$ cat src/rtl/byte_pack128_if.sv
// Byte-in / block-out stream bundle for the byte packer.
// The master side feeds bytes and drains blocks; the slave side is the packer.
interface byte_pack128_if #(
  parameter int unsigned DW = 8,
  parameter int unsigned NB = 16,
  parameter int unsigned CW = 4
);
  logic              clr;
  logic [DW-1:0]     in_data;
  logic              in_valid;
  logic              in_ready;
  logic [DW*NB-1:0]  out_block;
  logic              out_valid;
  logic              out_ready;
  logic [CW-1:0]     fill;

  modport master (
    output clr, in_data, in_valid, out_ready,
    input  in_ready, out_block, out_valid, fill
  );

  modport slave (
    input  clr, in_data, in_valid, out_ready,
    output in_ready, out_block, out_valid, fill
  );
endinterface

$ cat src/rtl/byte_pack128.sv
// Packs a byte stream MSB-first into DW*NB-bit blocks with a one-block output
// holding register, so the accumulator keeps filling while downstream stalls.
module byte_pack128 #(
  parameter int unsigned DW = 8,
  parameter int unsigned NB = 16,
  parameter int unsigned CW = 4
) (
  input logic          clk,
  input logic          rst_n,
  byte_pack128_if.slave bus
);

  localparam int unsigned BW = DW * NB;
  localparam int unsigned AW = DW * (NB - 1);

  logic [CW-1:0] cnt_q, cnt_d;
  logic [AW-1:0] acc_q, acc_d;
  logic [BW-1:0] blk_q, blk_d;
  logic          vld_q, vld_d;

  logic last;
  logic in_ready_c;
  logic in_fire;
  logic out_fire;

  // Only the closing beat can stall: it needs the holding register free or draining.
  assign last       = (cnt_q == CW'(NB - 1));
  assign in_ready_c = !bus.clr && (!last || !vld_q || bus.out_ready);
  assign in_fire    = bus.in_valid && in_ready_c;
  assign out_fire   = vld_q && bus.out_ready;

  // Next-state: clear wins; a completion overrides a same-cycle drain.
  always_comb begin
    cnt_d = cnt_q;
    acc_d = acc_q;
    blk_d = blk_q;
    vld_d = vld_q;
    if (bus.clr) begin
      cnt_d = '0;
      acc_d = '0;
      vld_d = 1'b0;
    end else begin
      if (out_fire) begin
        vld_d = 1'b0;
      end
      if (in_fire) begin
        if (last) begin
          blk_d = {acc_q, bus.in_data};
          vld_d = 1'b1;
          cnt_d = '0;
          acc_d = '0;
        end else begin
          acc_d = {acc_q[AW-DW-1:0], bus.in_data};
          cnt_d = cnt_q + CW'(1);
        end
      end
    end
  end

  always_ff @(posedge clk or negedge rst_n) begin
    if (!rst_n) begin
      cnt_q <= '0;
      acc_q <= '0;
      blk_q <= '0;
      vld_q <= 1'b0;
    end else begin
      cnt_q <= cnt_d;
      acc_q <= acc_d;
      blk_q <= blk_d;
      vld_q <= vld_d;
    end
  end

  assign bus.in_ready  = in_ready_c;
  assign bus.out_block = blk_q;
  assign bus.out_valid = vld_q;
  assign bus.fill      = cnt_q;

endmodule
$ cat src/flat_wrapper.sv
// flat-port wrapper written by rule: the top's interface ports become plain ports
module byte_pack128_flat 
#(
  parameter int unsigned DW = 8,
  parameter int unsigned NB = 16,
  parameter int unsigned CW = 4
)
  (clk, rst_n, bus_clr, bus_in_data, bus_in_valid, bus_out_ready, bus_in_ready, bus_out_block, bus_out_valid, bus_fill);
  byte_pack128_if #(.DW(DW), .NB(NB), .CW(CW)) bus_i ();
  input logic clk;
  input logic rst_n;
  input wire logic [$bits(bus_i.clr)-1:0] bus_clr;
  input wire logic [$bits(bus_i.in_data)-1:0] bus_in_data;
  input wire logic [$bits(bus_i.in_valid)-1:0] bus_in_valid;
  input wire logic [$bits(bus_i.out_ready)-1:0] bus_out_ready;
  output wire logic [$bits(bus_i.in_ready)-1:0] bus_in_ready;
  output wire logic [$bits(bus_i.out_block)-1:0] bus_out_block;
  output wire logic [$bits(bus_i.out_valid)-1:0] bus_out_valid;
  output wire logic [$bits(bus_i.fill)-1:0] bus_fill;
  assign bus_i.clr = bus_clr;
  assign bus_i.in_data = bus_in_data;
  assign bus_i.in_valid = bus_in_valid;
  assign bus_i.out_ready = bus_out_ready;
  assign bus_in_ready = bus_i.in_ready;
  assign bus_out_block = bus_i.out_block;
  assign bus_out_valid = bus_i.out_valid;
  assign bus_fill = bus_i.fill;
  byte_pack128 #(.DW(DW), .NB(NB), .CW(CW)) u_core (.clk(clk), .rst_n(rst_n), .bus(bus_i));
endmodule
$ cat config.mk
export PLATFORM = sky130hd
export DESIGN_NAME = byte_pack128_flat
export DESIGN_NICKNAME = d
export VERILOG_FILES = /design/src/rtl/byte_pack128_if.sv /design/src/rtl/byte_pack128.sv /design/src/flat_wrapper.sv
export SDC_FILE = /design/constraint.sdc
export NUM_CORES = 1
export LEC_CHECK = 0
export ABC_AREA = 1
export CORE_ASPECT_RATIO = 0.8
export CORE_MARGIN = 2
export CORE_UTILIZATION = 35
export DETAILED_ROUTE_END_ITERATION = 10
export PLACE_DENSITY = 0.54
export SLEW_MARGIN = 20
export SYNTH_ARGS = -nofsm -noshare
export SYNTH_HDL_FRONTEND = slang
export SYNTH_SLANG_ARGS = --single-unit
$ cat constraint.sdc
create_clock -name clk -period 2.3 [get_ports clk]
set_clock_uncertainty 0.1 [all_clocks]
set_input_delay 0.345 -clock clk [delete_from_list [all_inputs] [get_ports clk]]
set_output_delay 0.345 -clock clk [all_outputs]
set_load 0.005 [all_outputs]
==> results of run 1 <==
-- flip-flops by register name, summed over array words and instances (netlist names) --
signal	count
u_core.bus.out_block	128
u_core.acc_q	120
u_core.bus.fill	4
u_core.bus.out_valid	1
-- what timing repair did --
| item | in CTS | in global routing |
|---|---|---|
| endpoints found under the hold margin | 41 | 0 |
| buffers inserted | 0 | 0 |
| cloned | 0 | 0 |
| setup endpoints to repair | 1 | 1 |
| hold buffers | 1 | 0 |
| gates resized for setup | 3 | 1 |
-- placed cells by master, fill, tap and decap left out --
cell,Yosys,final
sky130_fd_sc_hd__nand4_1,130,130
sky130_fd_sc_hd__o21ai_0,1,1
sky130_fd_sc_hd__clkbuf_8,0,5
sky130_fd_sc_hd__buf_8,0,1
sky130_fd_sc_hd__nand3_2,1,1
sky130_fd_sc_hd__inv_4,0,3
sky130_fd_sc_hd__clkbuf_1,20,7
sky130_fd_sc_hd__ha_1,1,1
sky130_fd_sc_hd__nand2_1,388,388
sky130_fd_sc_hd__nor2_1,1,1
sky130_fd_sc_hd__nand3_1,246,245
sky130_fd_sc_hd__dlygate4sd3_1,0,1
sky130_fd_sc_hd__nand2_2,1,1
sky130_fd_sc_hd__inv_1,6,4
sky130_fd_sc_hd__clkinv_2,0,5
sky130_fd_sc_hd__xor2_1,1,1
sky130_fd_sc_hd__bufinv_16,0,2
sky130_fd_sc_hd__clkbuf_2,0,1
sky130_fd_sc_hd__clkinvlp_4,0,2
sky130_fd_sc_hd__inv_6,0,1
sky130_fd_sc_hd__nand2_4,2,2
sky130_fd_sc_hd__buf_4,9,20
sky130_fd_sc_hd__clkbuf_16,0,27
sky130_fd_sc_hd__dfrtp_1,253,253
sky130_fd_sc_hd__buf_12,0,16
sky130_fd_sc_hd__clkdlybuf4s50_1,0,143
sky130_fd_sc_hd__nand3_4,0,1
-- final cells by class --
| type | count | area (um2) |
|---|---|---|
| well taps | 377 | 471.7 |
| multi-input cells | 772 | 3582 |
| flip-flops and latches | 253 | 6331 |
| clock buffers | 38 | 757.0 |
| clock inverters | 10 | 108.9 |
| repair buffers | 183 | 1946 |
| fillers | 2872 | 16200 |
| inverters | 7 | 33.78 |
-- worst max-delay path by stage --
| stage | endpoint | slack (ns) | cells after the start |
|---|---|---|---|
| 4_1_cts | bus_in_ready | 0.03 | 5 |
| 2_1_floorplan | bus_in_ready | 0.65 | 5 |
| 5_1_grt | u_core.bus.out_block[114] | 0.04 | 8 |
| 3_3_place_gp | u_core.bus.out_block[125] | 0.07 | 9 |
| 3_5_place_dp | u_core.bus.out_block[114] | 0.03 | 9 |
| 6_report | bus_in_ready | 0.20 | 5 |
-- per-layer routing --
metal | up-vias | track usage (%) | share of wire [%]
met1 | 4244 | 29.10 | 50
met5 | - | 0 | 0
met2 | 210 | 27.05 | 44
met3 | 27 | 2.499 | 4.3
met4 | 0 | 3.178 | 1.4
li1 | 4093 | - | -
-- per-stage QoR --
step           power, uW  std cells
2_1_floorplan       4818       1142
5_1_grt             9632       1640
3_3_place_gp        5073       1591
4_1_cts             9398       1640
3_5_place_dp        5076       1591
6_report            9272       1640
-- cells by family (layout without fill, tap and decap cells) --
family,count (synthesis),count (layout),synth area share [%]
XOR/XNOR,1,1,0.08323
adder cells (fa/ha/maj),1,1,0.1189
AO/OA/AOI/OAI,1,1,0.04751
buffers and inverters,117,238,5.932
AND/OR/NAND/NOR,769,769,33.67
flip-flops,253,253,60.15
-- report_power, final --
group / total, uW / internal, uW / switching, uW
clock network: 4290 / 2510 / 1780
logic: 484 / 126 / 358
registers: 4500 / 4480 / 24.7
==> implementation parameters, run 1 <==
Parameter                              Value

Timing
  Final number of max-transition violations ... 0
  Max_slew headroom ... 49.12%
  Measured slew at the worst slew-check pin ... 0.7632 ns
  Aggregate negative setup slack ... 0 ns
  Setup Viol. Count Final ... 0
  Highest clock frequency the design can meet ... 475.4 MHz
  Clock period minus worst slack ... 2.104 ns
  Worst hold margin ... 0.2349 ns
  Period utilisation layout ... 91.46%
  Unrepaired setup endpoints after global routing ... false
  Number of failing hold endpoints at the final stage ... 0
  Post-route setup slack ... 0.1964 ns

Synth
  Synth unique cells ... 18
  Share of the synthesized area in the top cell type ... 60.15%
  Number of flops mapped to enable cells by yosys ... 0
  Syn nets ... 1,156
  Cell area after technology mapping ... 0.01053 mm2
  Number of storage elements in the synthesis netlist ... 253
  Leading cell types by count after synthesis ... sky130_fd_sc_hd__nand2_1, sky130_fd_sc_hd__dfrtp_1, sky130_fd_sc_hd__nand3_1, sky130_fd_sc_hd__nand4_1, sky130_fd_sc_hd__buf_2
  Post-Synthesis Mean Instance Area ... 9.216 um2
  Synth Instances ... 1,142
  Leading area contributor after synthesis ... sky130_fd_sc_hd__dfrtp_1
  Async set-or-reset flop fraction in the synthesized netlist ... 100.0%
  Share of the yosys chip area belonging to registers ... 60.15%
  Most instantiated library cell after synthesis ... sky130_fd_sc_hd__nand2_1
  Main flop type after synthesis ... sky130_fd_sc_hd__dfrtp_1
  Largest cells by area after synthesis ... sky130_fd_sc_hd__dfrtp_1, sky130_fd_sc_hd__nand2_1, sky130_fd_sc_hd__nand3_1
  Yosys warning total ... 0

Setup path
  Type of the worst setup path ... register to primary output
  Crit. Startpoint ... u_core.bus.fill[0]
  Setup slack of the most critical reg-to-reg path ... 0.24 ns
  Data required, critical path ... 1.86 ns
  R2r startpoint ... u_core.bus.fill[0]
  Critical path's top delay family ... flip-flops
  Critical path's slowest cell ... sky130_fd_sc_hd__dfrtp_1
  CP startpoint kind ... register
  Worst path max stage delay ... 0.39 ns
  Endpoint kind of the worst setup timing path ... primary output
  Cells along the critical path ... ha_1 -> nand3_2 -> nand2_2 -> nand2_4 -> clkbuf_2
  Critical path arrival ... 1.66 ns
  Total buffers and inverters traversed by the critical path ... 1
  Reg2reg path depth ... 8
  RR Endpoint ... u_core.bus.out_block[114]
  Crit path max fanout ... 5

Floorplanning
  Horizontal die dimension ... 197.9 um
  CORE AREA ... 0.02943 mm2
  Starting density of the core ... 35.77%
  Floorplan die area ... 0.03148 mm2
  Number of primary I/O pins ... 147
  Vert. Die Dim ... 159.1 um
  FP Rows ... 56

CTS
  Buffers from clock root to sink, at most ... 3
  Buffer type at the clock tree root ... sky130_fd_sc_hd__clkbuf_16
  Clock latency on the worst-skew pair ... 0.53 ns
  Clk sinks ... 253
  Maximum level of the CTS H-tree ... 1
  Total clock buffers created by CTS ... 27
  TritonCTS clock tree ... done
  Post-CTS clock slew at the launch and capture registers of the worst setup and hold paths ... 0.06 ns

Cells and area
  Count of nets after finishing ... 1,258
  Fraction of final layout cells with drive strength greater than 1 ... 6.968%
  Final std cell area, no fill ... 0.01323 mm2
  Number of antenna diodes ... 0
  Fin util ... 44.96%
  Area growth syn-to-layout ... 25.70%

Routing
  Number of remaining DRC errors ... 0
  Routed WL per cell ... 17.62 um
  Via Count ... 8,574
  Post-detailed-route count of antenna-violating nets ... 0
  Final wirelength ... 28,900 um
  DRT iter0 DRCs ... 680
  Detailed-route vias per instance ... 5.228
  First-pass detailed-route iteration total ... 5

Worst hold path
  Worst min-delay path class ... input pin to asynchronous set/reset pin

Place
  PortBufs ... 146
  Pre-CTS setup slack ... 0.02898 ns
  Final weighted congestion in routability-driven placement ... 0.7214
  Post-DP HPWL ... 17,300 um
  Placement-stage cell area ... 0.01235 mm2

Power and ir drop
  Power per Cell Area ... 700.8 mW/mm2
  IR Drop Worst-Case VDD ... 0.4516 mV
  Lkg Pwr ... 0.006860 uW

GRT
  Global-route wire length before repair ... 47,530 um
  Total routing resource utilization after global routing ... 18.41%
  Number of antenna violations at the first check in global routing ... 0
  Overflow left after global routing ... 0
  Via count of the first global-routing pass ... 8,389
  Largest net degree at the start of global routing ... 143

Flow run
  Max Cap Viol ... 0

Outcome
  Result of the run ... complete, no violations
Power figures use the tool's default switching activity.
==> inputs of run 2 (changes only) <==
- clock period: 2.3 -> 2 ns (I/O delays scaled with it)
==> run 2 against run 1 <==
Net effect:
- register-to-register slack worse by 0.11 ns
- global-route usage down 0.099 points
- non-clock buffer count up 8
- die area unchanged
- cell area up 0.39%
- combinational power up 17%
- core utilization up 0.17 points
- highest routed layer unchanged
- hold slack worse by 0.15 ns
- wire length down 0.75%
- power up 13%
- worst setup slack worse by 0.14 ns
==> implementation parameters, run 2 (synthesis gave the netlist of run 1 again) <==
Parameter                              Value

Routing
  Routed WL per cell ... 17.43 um
  Post-detailed-route count of antenna-violating nets ... 0
  Number of remaining DRC errors ... 0
  Detailed-route vias per instance ... 5.210
  Final wirelength ... 28,680 um
  First-pass detailed-route iteration total ... 4
  Via Count ... 8,571
  DRT iter0 DRCs ... 629

Timing
  Unrepaired setup endpoints after global routing ... false
  Setup Viol. Count Final ... 0
  Number of failing hold endpoints at the final stage ... 0
  Worst hold margin ... 0.08895 ns
  Clock period minus worst slack ... 1.939 ns
  Measured slew at the worst slew-check pin ... 0.7492 ns
  Period utilisation layout ... 96.95%
  Final number of max-transition violations ... 0
  Highest clock frequency the design can meet ... 515.7 MHz
  Max_slew headroom ... 50.05%

Setup path
  Endpoint kind of the worst setup timing path ... primary output
  Type of the worst setup path ... register to primary output
  Data required, critical path ... 1.60 ns
  Critical path arrival ... 1.54 ns
  CP startpoint kind ... register
  Crit path max fanout ... 3

Cells and area
  Count of nets after finishing ... 1,266
  Most used cells in the layout excluding fill and tap cells ... sky130_fd_sc_hd__nand2_1, sky130_fd_sc_hd__dfrtp_1, sky130_fd_sc_hd__nand3_1, sky130_fd_sc_hd__clkdlybuf4s50_1, sky130_fd_sc_hd__nand4_1
  Number of antenna diodes ... 0
  Area growth syn-to-layout ... 26.19%
  Non-filler cells in the finished layout ... 1,645
  Max FFs per register ... 128
  Fraction of final layout cells with drive strength greater than 1 ... 7.177%
  Most common cell after layout, fill and taps aside ... sky130_fd_sc_hd__nand2_1

GRT
  Total routing resource utilization after global routing ... 18.31%
  Global-route wire length before repair ... 47,440 um
  Number of antenna violations at the first check in global routing ... 0
  Overflow left after global routing ... 0
  Largest net degree at the start of global routing ... 116
  Via count of the first global-routing pass ... 8,446

Floorplanning
  Starting density of the core ... 35.77%
  CORE AREA ... 0.02943 mm2
  FP Rows ... 56
  Horizontal die dimension ... 197.9 um
  Vert. Die Dim ... 159.1 um
  Number of primary I/O pins ... 147
  Floorplan die area ... 0.03148 mm2

Place
  PortBufs ... 146
  Post-DP HPWL ... 17,510 um
  Placed cell count ... 1,599
  Final weighted congestion in routability-driven placement ... 0.7528

CTS
  Buffers from clock root to sink, at most ... 3
  Clk sinks ... 253
  Maximum level of the CTS H-tree ... 1
  Total clock buffers created by CTS ... 27
  Clock latency on the worst-skew pair ... 0.54 ns
  Buffer type at the clock tree root ... sky130_fd_sc_hd__clkbuf_16
  Post-CTS clock slew at the launch and capture registers of the worst setup and hold paths ... 0.06 ns
  TritonCTS clock tree ... done

Power and ir drop
  Power per Cell Area ... 787.6 mW/mm2
  Lkg Pwr ... 0.006890 uW
  IR Drop Worst-Case VDD ... 0.5382 mV

Outcome
  Result of the run ... complete, no violations

Flow run
  Max Cap Viol ... 0

Worst hold path
  Worst min-delay path class ... input pin to register
[run 2: cell types whose count changed in the layout (fill, tap and decap cells not counted)]
cell	previous run	this run
sky130_fd_sc_hd__clkinv_2	5	3
sky130_fd_sc_hd__inv_6	1	0
sky130_fd_sc_hd__buf_4	20	26
sky130_fd_sc_hd__clkinvlp_4	2	1
sky130_fd_sc_hd__clkbuf_1	7	9
sky130_fd_sc_hd__bufinv_16	2	1
sky130_fd_sc_hd__buf_12	16	19
sky130_fd_sc_hd__clkbuf_2	1	0
[run 2: final timing paths]
kind | from | endpoint | slack [ns] | cells past startpoint
worst max-delay path | u_core.bus.fill[0] | bus_in_ready | 0.06 | 5
worst min-delay path | bus_in_valid | u_core.acc_q[109] | 0.09 | 3
worst max register to register | u_core.bus.fill[0] | u_core.bus.out_block[68] | 0.13 | 9
worst min register to register | u_core.bus.out_block[56] | u_core.bus.out_block[56] | 0.37 | 2
max in group asynchronous | rst_n | u_core.bus.out_block[26] | 0.95 | 3
min in group asynchronous | rst_n | u_core.bus.out_block[3] | 0.18 | 2
[run 2: worst max-delay path, stage by stage, from the launching register on]
cell                      delay [ns]
sky130_fd_sc_hd__dfrtp_1        0.38
sky130_fd_sc_hd__ha_1           0.24
sky130_fd_sc_hd__nand3_2        0.09
sky130_fd_sc_hd__nand2_2        0.08
sky130_fd_sc_hd__nand2_4        0.08
sky130_fd_sc_hd__buf_4          0.14
[run 2: layer usage]
layer / vias up / global-route usage [%] / share of wire, %
li1: 4110 / - / -
met1: 4273 / 28.79 / 51
met2: 155 / 26.71 / 44
met3: 33 / 2.711 / 3.8
met4: 0 / 3.520 / 1.4
met5: - / 0 / 0
[run 2: metrics by stage]
stage	area [um2]	power, uW	setup slack [ns]	util, %	TNS [ns]
2_1_floorplan	10530	5541	0.3562	-	0
3_3_place_gp	12450	5842	-0.07145	42.31	-6.982
3_5_place_dp	12450	5844	-0.09147	42.31	-7.770
4_1_cts	13280	10620	0.03577	45.12	0
5_1_grt	13280	10910	0.003627	45.13	0
6_report	13280	10460	0.06098	45.13	0
[run 2: power breakdown]
| group | leakage [uW] | internal (uW) | switching, uW |
|---|---|---|---|
| registers | 0.00353 | 5150 | 26.7 |
| logic | 0.00297 | 153 | 414 |
| clock network | 0.000398 | 2740 | 1980 |
| total | 0.00689 | 8040 | 2420 |
[run 2: final cells by class]
class / instances / area (um2)
fillers: 2890 / 16150
flip-flops and latches: 253 / 6331
multi-input cells: 772 / 3582
repair buffers: 191 / 2046
clock buffers: 40 / 764.5
well taps: 377 / 471.7
clock inverters: 5 / 52.55
inverters: 7 / 33.78
[run 2: timing repair]
action,in CTS,in global routing
hold buffers,1,0
resized for setup,5,1
endpoints found under the setup margin,1,1
hold endpoints to repair,146,0
buffers inserted,0,0
gates cloned,0,0
